File: config.mk
export PLATFORM = sky130hd
export DESIGN_NAME = brom_loader
export DESIGN_NICKNAME = d
export VERILOG_FILES = /design/src/rtl/brom_pkg.sv /design/src/rtl/brom_ram.sv /design/src/rtl/brom_loader.sv
export SDC_FILE = /design/constraint.sdc
export NUM_CORES = 2
export LEC_CHECK = 0
export ABC_AREA = 1
export ABC_CLOCK_PERIOD_IN_PS = 5700
export CAP_MARGIN = 0
export CELL_PAD_IN_SITES_DETAIL_PLACEMENT = 0
export CELL_PAD_IN_SITES_GLOBAL_PLACEMENT = 2
export CORE_MARGIN = 8
export CORE_UTILIZATION = 48
export CTS_CLUSTER_SIZE = 40
export DETAILED_ROUTE_END_ITERATION = 7
export DONT_BUFFER_PORTS = 1
export GPL_TIMING_DRIVEN = 1
export PLACE_DENSITY = 0.92
export RECOVER_POWER = 25
export SLEW_MARGIN = 20
export SYNTH_ARGS = -nofsm -noshare
export SYNTH_HDL_FRONTEND = slang
export SYNTH_HIERARCHICAL = 1
export SYNTH_SLANG_ARGS = --single-unit
File: constraint.sdc
create_clock -name clk -period 5.7 [get_ports clk]
set_input_delay 0.855 -clock clk [delete_from_list [all_inputs] [get_ports clk]]
set_output_delay 0.855 -clock clk [all_outputs]
set_load 0.005 [all_outputs]
File: src/rtl/brom_pkg.sv
// brom_pkg: shared constants and FSM encoding for the boot ROM loader
package brom_pkg;
  localparam int BROM_SIZE = 256;
  localparam int BROM_ADDR_W = $clog2(BROM_SIZE);
  localparam logic [15:0] BROM_DISABLE_ADDR = 16'hFF50;
  typedef enum logic [2:0] {S_IDLE, S_LOAD, S_CHECK, S_RUN, S_ERR, S_OFF} state_t;
endpackage

File: src/rtl/brom_ram.sv
// brom_ram: boot image store, one sync write port and one sync read port with a holding output register
module brom_ram #(
  parameter int SIZE = 256,
  parameter int ADDR_W = 8
) (
  input  logic              clk,
  input  logic              rst,
  input  logic              we,
  input  logic [ADDR_W-1:0] wa,
  input  logic [7:0]        wd,
  input  logic              re,
  input  logic [ADDR_W-1:0] ra,
  output logic [7:0]        q
);
  logic [7:0] mem [SIZE];
  always_ff @(posedge clk)
    if (we) mem[wa] <= wd;
  always_ff @(posedge clk)
    if (rst) q <= '0;
    else if (re) q <= mem[ra];
endmodule

File: src/rtl/brom_loader.sv
// brom_loader: streams in and checksums the boot image, gates CPU reset and serves the boot overlay until disabled
module brom_loader
  import brom_pkg::*;
#(
  parameter int          SIZE = BROM_SIZE,
  parameter int          ADDR_W = BROM_ADDR_W,
  parameter logic [15:0] DISABLE_ADDR = BROM_DISABLE_ADDR
) (
  input  logic        clk,
  input  logic        rst,
  input  logic        ld_start,
  input  logic [7:0]  ld_data,
  input  logic        ld_valid,
  output logic        ld_ready,
  output logic        ld_done,
  output logic        ld_err,
  output logic        cpu_hold,
  input  logic [15:0] a,
  input  logic        rd,
  input  logic        wr,
  input  logic [7:0]  din,
  output logic [7:0]  dout,
  output logic        brom_sel
);
  state_t state, state_nx;
  logic [ADDR_W:0] cnt;
  logic [7:0] sum;
  logic brom_en, xfer, restart, data_we, unused;
  assign unused = ^din[7:1];
  assign xfer = ld_ready && ld_valid;
  assign restart = ld_start && state != S_LOAD && state != S_CHECK;
  // cnt's top bit set means the image is in and the next byte is the checksum
  assign data_we = xfer && !cnt[ADDR_W];
  assign brom_sel = brom_en && a[15:ADDR_W] == '0;
  always_ff @(posedge clk)
    if (rst) state <= S_IDLE;
    else state <= state_nx;
  always_comb begin
    state_nx = state;
    if (restart) state_nx = S_LOAD;
    else
      case (state)
        S_LOAD:  state_nx = xfer && cnt[ADDR_W] ? S_CHECK : S_LOAD;
        S_CHECK: state_nx = sum == 8'h00 ? S_RUN : S_ERR;
        S_RUN:   state_nx = wr && a == DISABLE_ADDR && din[0] ? S_OFF : S_RUN;
        S_ERR:   state_nx = S_ERR;
        S_OFF:   state_nx = S_OFF;
        default: state_nx = S_IDLE;
      endcase
  end
  always_comb begin
    ld_ready = state == S_LOAD;
    ld_done  = state == S_RUN || state == S_OFF;
    ld_err   = state == S_ERR;
    cpu_hold = !ld_done;
    brom_en  = state == S_RUN;
  end
  always_ff @(posedge clk)
    if (rst || restart) begin
      cnt <= '0;
      sum <= '0;
    end else if (xfer) begin
      sum <= sum + ld_data;
      cnt <= data_we ? cnt + 1'b1 : cnt;
    end
  brom_ram #(.SIZE(SIZE), .ADDR_W(ADDR_W)) u_ram (
    .clk(clk),
    .rst(rst),
    .we(data_we),
    .wa(cnt[ADDR_W-1:0]),
    .wd(ld_data),
    .re(rd && brom_sel),
    .ra(a[ADDR_W-1:0]),
    .q(dout)
  );
endmodule

==> results.sh <==
export IMPL_syn_avg_cell_area_um2=11.73
export IMPL_grt_pass1_wl_um=328200
export IMPL_synthFlopType="edfxtp_1"
export IMPL_final_period_utilization_pct=106.4
export IMPL_total_leakage_power_nw=31.77
export IMPL_critPathCapture="u_ram/q[0]"
export IMPL_htreeDepth=4
export IMPL_vias=54537
export IMPL_avgRoutedWirePerCell_um=23.41
export IMPL_violations="slew limit, setup timing"
export IMPL_min_delay_start="rst"
export IMPL_post_cts_resize_count=0
export IMPL_cts_buffer_depth=3
export IMPL_drtPass1Iterations=5
export IMPL_routed_wl_um=223100
export IMPL_p_per_area_nw_per_um2=337.2
export IMPL_slew_viol_final=658
export IMPL_cts_buffers=203
export IMPL_detail_route_iter0_violations=5488
export IMPL_crit_path_frequent_cell="nand3_1"
export IMPL_cts_setup_buffers=0
export IMPL_postRouteAntennaNets=0
export IMPL_fin_util_pct=52.67
export IMPL_fmax_mhz=164.9
export IMPL_cp_depth=14
export IMPL_crit_start="a[0]"
export IMPL_syn_cell_area_um2=84940
export IMPL_tightest_slew_ns=4.013
export IMPL_final_common_cell="nand2_1"
export IMPL_fin_crit_ns=6.064
export IMPL_clk_pin_slew_ns=0.06
export IMPL_worstPathArrival_ns=6.85
export IMPL_seq_area_frac_synth_pct=73.06
export IMPL_worstReg2RegEnd="u_ram/mem[52][5]"
export IMPL_synthCells=7244
export IMPL_hold_class="input port to flop"
export IMPL_cts_root_buf="clkbuf_16"
export IMPL_post_place_cells=9149
export IMPL_core_um2=175900
export IMPL_ios=51
export IMPL_rows=154
export IMPL_grt_overflow=0
export IMPL_crit_fanout=1026
export IMPL_cpPeakStageDelay_ns=1.81
export IMPL_layout_common_cells="nand2_1, edfxtp_1, nand3_1, nor2_1, clkbuf_16"
export IMPL_placed_area_um2=86080
export IMPL_worst_slack_ns=-0.3638
export IMPL_slowest_stage="inv_16"
export IMPL_setup_viol=8
export IMPL_io_buffer_count=0
export IMPL_vdd_ir_drop_max_uv=286.2
export IMPL_min_path_cells=1
export IMPL_die_x_um=436.7
export IMPL_grt_util_all_layers_pct=22.51
export IMPL_final_cell_count_no_fill=9527
export IMPL_cp_top_family="buffers and inverters"
export IMPL_cp_data_required_time_ns=6.49
export IMPL_place_hpwl_um=111300
export IMPL_finalHoldViolCount=0
export IMPL_stdcell_area_um2=92660
export IMPL_vias_per_cell=5.724
export IMPL_cts_sinks=2076
export IMPL_antenna_found_initial=5
export IMPL_die_h_um=436.7
export IMPL_yosys_warnings=6
export IMPL_clock_latency_ns=0.86
export IMPL_max_cap_viol_count=0
export IMPL_crit_type="input port to flop"
export IMPL_total_power_mw=31.24
export IMPL_cts_tree="yes"
export IMPL_dieArea_um2=190700
export IMPL_rr_startpoint="state[2]"
export IMPL_start_kind="input port"
export IMPL_finClkSkew_ns=0.03527
export IMPL_gp_congestion=0.8194
export IMPL_path_buf_inv=3
export IMPL_finish_net_count=7062
export IMPL_drc=0
export IMPL_cp_end_kind="flop"
export IMPL_syn_nets=7292
export IMPL_grt_max_degree=1027
export IMPL_first_global_vias=50529
export IMPL_ctsHoldBuffers=0
export IMPL_ys_seq_elements=2076
export IMPL_grt_setup_unrepaired="false"
export IMPL_r2r_slack_ns=2.17
export IMPL_initial_utilization_pct=48.28
export IMPL_synth_edf_count=2048
export IMPL_drive_gt1_share_pct=4.958
export IMPL_ys_types=38
export IMPL_area_delta_synth_final_pct=9.088
export IMPL_relSlewSlack_pct=-167.5
export IMPL_synthArstFlopShare_pct=0
export IMPL_r2r_cells=8
export IMPL_path_cells="inv_16, buf_4, nand2_1, nand3_1, nand3_1, nand3_1, nand3_1, nand3_1, nand3_1, nand2_1, nand2_1, nand3_1, nand2_1, inv_1"
export IMPL_status="finished with violations"
[registers in the layout, summed over array words and instances, names as in the netlist]
signal     cells
u_ram/q        8
state          3
cnt            9
u_ram/mem   2048
sum            8
[area by class of cell]
| type | instances | area (µm²) |
|---|---|---|
| well taps | 2340 | 2928 |
| clock buffers | 255 | 5391 |
| flip-flops and latches | 2076 | 62060 |
| diodes | 6 | 15.01 |
| fillers | 14632 | 83260 |
| repair buffers | 53 | 635.6 |
| clock inverters | 117 | 1174 |
| multi-input cells | 4603 | 20130 |
| inverters | 77 | 330.3 |
[synth_stat cells, types with 2 or more instances]
cell type  count  area share (%)
inv_1         69            0.30
buf_2        286             1.7
nand2_1     2170             9.6
ha_1           9            0.13
nor4_1         3           0.022
buf_8          2           0.035
nor2_4         2           0.027
inv_2          5           0.022
nor2_1       326             1.4
a21oi_1       18            0.11
inv_4          2           0.015
and3_1         2           0.015
buf_1         37            0.16
edfxtp_1    2048              72
xor2_1         4           0.041
clkbuf_1     105            0.46
nand4_1        5           0.037
buf_6         10            0.13
o21ai_0        6           0.035
nor3_1         2           0.012
xnor2_1        3           0.031
buf_4         48            0.42
dfxtp_1       28            0.66
nand3_1     2040              12
[cell families after synthesis]
| family | after synthesis | synth area share (%) |
|---|---|---|
| adder cells (fa/ha/maj) | 10 | 0.1561 |
| AND/OR/NAND/NOR | 4560 | 23.30 |
| AO/OA/AOI/OAI | 26 | 0.1561 |
| buffers and inverters | 565 | 3.257 |
| flip-flops | 2076 | 73.06 |
| XOR/XNOR | 7 | 0.07218 |
[report_power, final]
part	switching, mW	leakage [nW]	internal [mW]
logic	0.815	9.95	0.414
clock network	5.65	3.19	7.59
registers	0.00246	18.6	16.8
[stage by stage]
stage,hold slack [ns],TNS (ns),setup WS [ns]
5_1_grt,0.06340,0,2.036
2_1_floorplan,0.4367,0,2.937
6_report,0.1018,-2.212,-0.3638
3_5_place_dp,0.4603,0,1.785
3_3_place_gp,0.4504,0,1.824
4_1_cts,0.03605,0,2.172
[routing by layer]
layer,GRT usage [%],wire length [µm]
met5,0,8
met4,8.147,8152
met3,3.525,16150
met2,36.00,105800
met1,31.46,92950
[worst min-delay path by stage]
| stage | end |
|---|---|
| finish | state[0] |
| global route | state[0] |
| CTS | state[0] |
| detailed placement | cnt[8] |
| global placement | cnt[8] |
| floorplan | cnt[8] |
No activity file was read; power rests on OpenSTA's default activity.
